==> src/rtl/i2s_sample_fifo.sv <==
// Stereo {left,right} sample FIFO with show-ahead valid/ready output and sticky overflow.
// Define I2S_FIFO_OVF_CNT_EN to build the saturating dropped-pair counter on ovf_cnt_o.
module i2s_sample_fifo #(
  parameter int unsigned DEPTH = 16,
  parameter int unsigned DW    = 24
) (
  input  logic                       clk_i,
  input  logic                       rst_ni,
  input  logic [DW-1:0]              left_i,
  input  logic [DW-1:0]              right_i,
  input  logic                       in_strobe_i,
  output logic                       m_valid_o,
  input  logic                       m_ready_i,
  output logic [DW-1:0]              m_left_o,
  output logic [DW-1:0]              m_right_o,
  output logic [$clog2(DEPTH+1)-1:0] level_o,
  output logic                       overflow_o,
  input  logic                       clr_ovf_i,
  output logic [15:0]                ovf_cnt_o
);

  localparam int unsigned AW = $clog2(DEPTH);
  localparam int unsigned LW = $clog2(DEPTH + 1);
  localparam logic [AW:0]   PtrOne = {{AW{1'b0}}, 1'b1};
  localparam logic [LW-1:0] LvlOne = {{(LW-1){1'b0}}, 1'b1};

  logic [2*DW-1:0] mem_q [DEPTH];

  logic [AW:0]   wr_ptr_q, wr_ptr_d;
  logic [AW:0]   rd_ptr_q, rd_ptr_d;
  logic [LW-1:0] level_q, level_d;
  logic          ovf_q, ovf_d;

  logic empty, full, push, pop, drop;
  logic [2*DW-1:0] head;

  assign empty = (wr_ptr_q == rd_ptr_q);
  assign full  = (wr_ptr_q[AW] != rd_ptr_q[AW]) && (wr_ptr_q[AW-1:0] == rd_ptr_q[AW-1:0]);
  assign pop   = !empty && m_ready_i;
  // A same-cycle pop frees the head slot, so a full FIFO can still take the new pair.
  assign push  = in_strobe_i && (!full || pop);
  assign drop  = in_strobe_i && full && !pop;
  assign head  = mem_q[rd_ptr_q[AW-1:0]];

  always_comb begin
    wr_ptr_d = wr_ptr_q;
    rd_ptr_d = rd_ptr_q;
    level_d  = level_q;
    ovf_d    = ovf_q;
    if (push) wr_ptr_d = wr_ptr_q + PtrOne;
    if (pop)  rd_ptr_d = rd_ptr_q + PtrOne;
    if (push && !pop)      level_d = level_q + LvlOne;
    else if (pop && !push) level_d = level_q - LvlOne;
    if (drop)           ovf_d = 1'b1;
    else if (clr_ovf_i) ovf_d = 1'b0;
  end

  always_ff @(posedge clk_i) begin
    if (!rst_ni) begin
      wr_ptr_q <= '0;
      rd_ptr_q <= '0;
      level_q  <= '0;
      ovf_q    <= 1'b0;
    end else begin
      wr_ptr_q <= wr_ptr_d;
      rd_ptr_q <= rd_ptr_d;
      level_q  <= level_d;
      ovf_q    <= ovf_d;
    end
  end

  // Storage is deliberately not reset; pointer reset alone discards contents.
  always_ff @(posedge clk_i) begin
    if (push) mem_q[wr_ptr_q[AW-1:0]] <= {left_i, right_i};
  end

  always_comb begin
    m_valid_o = !empty;
    m_left_o  = '0;
    m_right_o = '0;
    if (!empty) begin
      m_left_o  = head[2*DW-1:DW];
      m_right_o = head[DW-1:0];
    end
  end

  assign level_o    = level_q;
  assign overflow_o = ovf_q;

`ifdef I2S_FIFO_OVF_CNT_EN
  logic [15:0] cnt_q, cnt_d;

  always_comb begin
    cnt_d = cnt_q;
    if (clr_ovf_i)                    cnt_d = drop ? 16'd1 : 16'd0;
    else if (drop && cnt_q != 16'hFFFF) cnt_d = cnt_q + 16'd1;
  end

  always_ff @(posedge clk_i) begin
    if (!rst_ni) cnt_q <= '0;
    else         cnt_q <= cnt_d;
  end

  assign ovf_cnt_o = cnt_q;
`else
  assign ovf_cnt_o = 16'h0000;
`endif

endmodule

==> config.mk <==
export PLATFORM = sky130hd
export DESIGN_NAME = i2s_sample_fifo
export DESIGN_NICKNAME = d
export VERILOG_FILES = /design/src/rtl/i2s_sample_fifo.sv
export SDC_FILE = /design/constraint.sdc
export NUM_CORES = 1
export LEC_CHECK = 0
export CAP_MARGIN = 20
export CORE_MARGIN = 3
export CORE_UTILIZATION = 35
export DETAILED_ROUTE_END_ITERATION = 7
export PLACE_DENSITY = 0.52
export SYNTH_ARGS = -nofsm -noshare
export SYNTH_HDL_FRONTEND = slang
export SYNTH_SLANG_ARGS = --single-unit
==> constraint.sdc <==
create_clock -name clk_i -period 11.3 [get_ports clk_i]
set_input_delay 1.13 -clock clk_i [delete_from_list [all_inputs] [get_ports clk_i]]
set_output_delay 1.13 -clock clk_i [all_outputs]
set_load 0.02 [all_outputs]
==> flow_summary.yaml <==
synthesis:
  synthTopCellsByCount: "768 x edfxtp_1, 192 x mux4_2, 96 x o22ai_1, 48 x nor3_1, 32 x buf_2"
  synth.most_common_cell: "edfxtp_1"
  synth-main-ff-cell: "edfxtp_1"
  synth-edff-count: 768
  synth_cell_types: 41
  ys_seq_area_share_pct: 78.2
  async_reset_ff_share_pct: 0
  synth.avg_cell_area_sq_um: 22.4
  ys_ff_latch: 788
  syn_area_sq_mm: 0.0300
  synth.top_cell.area_share_pct: 76.9
  ys_top_cells_by_area: "edfxtp_1 77%, mux4_2 14%, o22ai_1 2.0%"
  syn_inst: 1337
  yosysTopAreaCell: "edfxtp_1"
  yosysWarnings: 0
die:
  initial_utilization_pct: 35.6
  die_w_um: 299
  io_pins: 124
  die_area_sq_mm: 0.0893
  core_sq_mm: 0.0844
  rows: 106
  die-height_um: 299
place:
  gp_congestion: 0.669
  hpwl_um: 32500
  port_buffers: 107
global_routing:
  grt_max_degree: 127
  antenna_found_initial: 3
  grt_pass1_vias: 15100
  grtUsageTotal_pct: 15.6
  grt-ovfl-total: 0
  grt_pass1_wl_um: 102000
drt:
  dr.pass1.iters: 5
  wirelength_um: 69300
  antenna_left: 0
  vias_per_cell: 5.20
  wl_per_cell_um: 26.0
  vias: 13800
  drc_errors: 0
  drt_iter0_markers: 1153
final_layout:
  fin_nets: 1530
  drive_gt1_share_pct: 23.1
  fin_util_pct: 41.4
  syn_to_final_growth_pct: 16.2
worst_setup_path:
  cp-start-kind: "flop"
  cp.arrival_ns: 4.32
  cp-end-kind: "primary output"
  reg2reg_setup_slack_ns: 8.06
  required_ns: 10.17
  r2r_cells: 11
  path_max_fanout: 34
  path_class: "flop to primary output"
pwr:
  p_per_area_mw_per_mm2: 192
  power_mw: 6.70
  ir_worst_vdd_uv: 101
  power_leakage_nw: 10.5
timing:
  final_hold_viol_count: 0
  relSlewSlack_pct: 23.9
  rsz0062_at_grt: "no"
  fmax_mhz: 184
  min_period_over_period_pct: 48.2
  skew_ns: 0.0176
  slew_violations: 0
  finalCriticalPeriod_ns: 5.45
  timing.setup.tns_ns: 0
  finalSetupViolCount: 0
  worst_pin_slew_ns: 1.14
clock_tree:
  clockBufferDepth: 3
  cts_tree: "built"
  postCtsHoldBufs: 0
  cts_setup_buffers: 0
  clockRootBuffer: "clkbuf_16"
  clk_transition_reported_paths_ns: 0.05
  cts_sinks: 788
  insertion_delay_ns: 0.62
  htree_levels: 3
  cts_buffers: 83
  post_cts_resized: 0
hold_path:
  whs_path_depth: 2
  hold_path.class: "flop to flop"
outcome:
  status: "finished, final reports clean"
job:
  drv_cap: 0
-- critical path, stage by stage, from the launching register on --
cell and delay, ns:
dfxtp_4 0.63, buf_4 0.70, nand2_2 0.68, buf_4 0.52, o22ai_1 0.39, nor3_1 0.15, clkdlybuf4s50_1 0.60
-- cell usage in the layout (no fill, tap or decap), types with 3 or more instances in the layout --
cell and count:
clkbuf_1 14, xor2_1 5, nand2_1 14, nor2b_1 4, and3_4 15, nand4_1 4
clkbuf_16 86, nand2b_1 6, and2_1 3, ha_1 9, clkdlybuf4s50_1 107, nor2_1 3
o22ai_1 96, clkinv_1 12, mux4_2 192, clkinvlp_4 4, buf_4 13, edfxtp_1 768
dfxtp_4 3, dfxtp_1 17, clkinv_2 15, bufinv_16 6, conb_1 16, mux2i_1 11
inv_1 10, nand3_1 5, a21oi_1 4, nor3_1 48
-- sequential cells by signal, indices dropped and copies added (netlist names), named ones only --
signal      flops
mem_q         768
level_o         5
wr_ptr_q        5
overflow_o      1
rd_ptr_q        5
-- metrics by stage --
stage	worst slack (ns)	instance area, sq um	instances	hold WS [ns]
floorplan	7.18	30100	1352	0.476
global placement	6.11	32200	2515	0.458
detailed placement	6.06	32200	2515	0.465
CTS	5.38	34900	2658	0.482
global route	5.49	34900	2659	0.495
finish	5.85	34900	2660	0.482
-- cells by family (layout without fill, tap and decap cells) --
| family | after synthesis | count (layout) | synth area share (%) |
|---|---|---|---|
| AO/OA/AOI/OAI | 115 | 115 | 2.47 |
| XOR/XNOR | 8 | 8 | 0.259 |
| adder cells (fa/ha/maj) | 10 | 10 | 0.442 |
| buffers and inverters | 102 | 275 | 1.90 |
| flip-flops | 788 | 788 | 78.2 |
| multiplexers | 203 | 203 | 14.8 |
| other | 1 | 17 | 0.0125 |
| AND/OR/NAND/NOR | 110 | 110 | 1.95 |
-- layout make-up --
| type | instances | area (sq um) |
|---|---|---|
| fillers | 7429 | 49500 |
| flip-flops and latches | 788 | 23500 |
| multi-input cells | 462 | 6130 |
| clock buffers | 100 | 2200 |
| well taps | 1134 | 1420 |
| repair buffers | 122 | 1220 |
| clock inverters | 43 | 402 |
| inverters | 10 | 37.5 |
| diodes | 1 | 2.50 |
-- worst paths after layout --
path | startpoint | end
worst max-delay path | flop | m_left_o[9]
worst max register to register | wr_ptr_q[2] | level_o[4]
worst min-delay path | level_o[4] | level_o[4]
worst min register to register | level_o[4] | level_o[4]
-- power by group --
part           leakage (nW)  internal, mW  switching [mW]
combinational          2.14         0.342           0.447
sequential             7.10          3.25          0.0246
clock                  1.27          1.53            1.10
total                  10.5          5.12            1.58
-- metal layers --
metal | part of all wire, % | global-route usage (%) | up-vias | routed length (um)
met5 | 0.039 | 0 | - | 27
met2 | 50 | 26.3 | 332 | 34800
met1 | 43 | 21.1 | 7477 | 30100
met4 | 1.7 | 3.87 | 4 | 1200
met3 | 4.6 | 2.81 | 101 | 3170
li1 | - | - | 5931 | -
(Power assumes the default switching activity.)
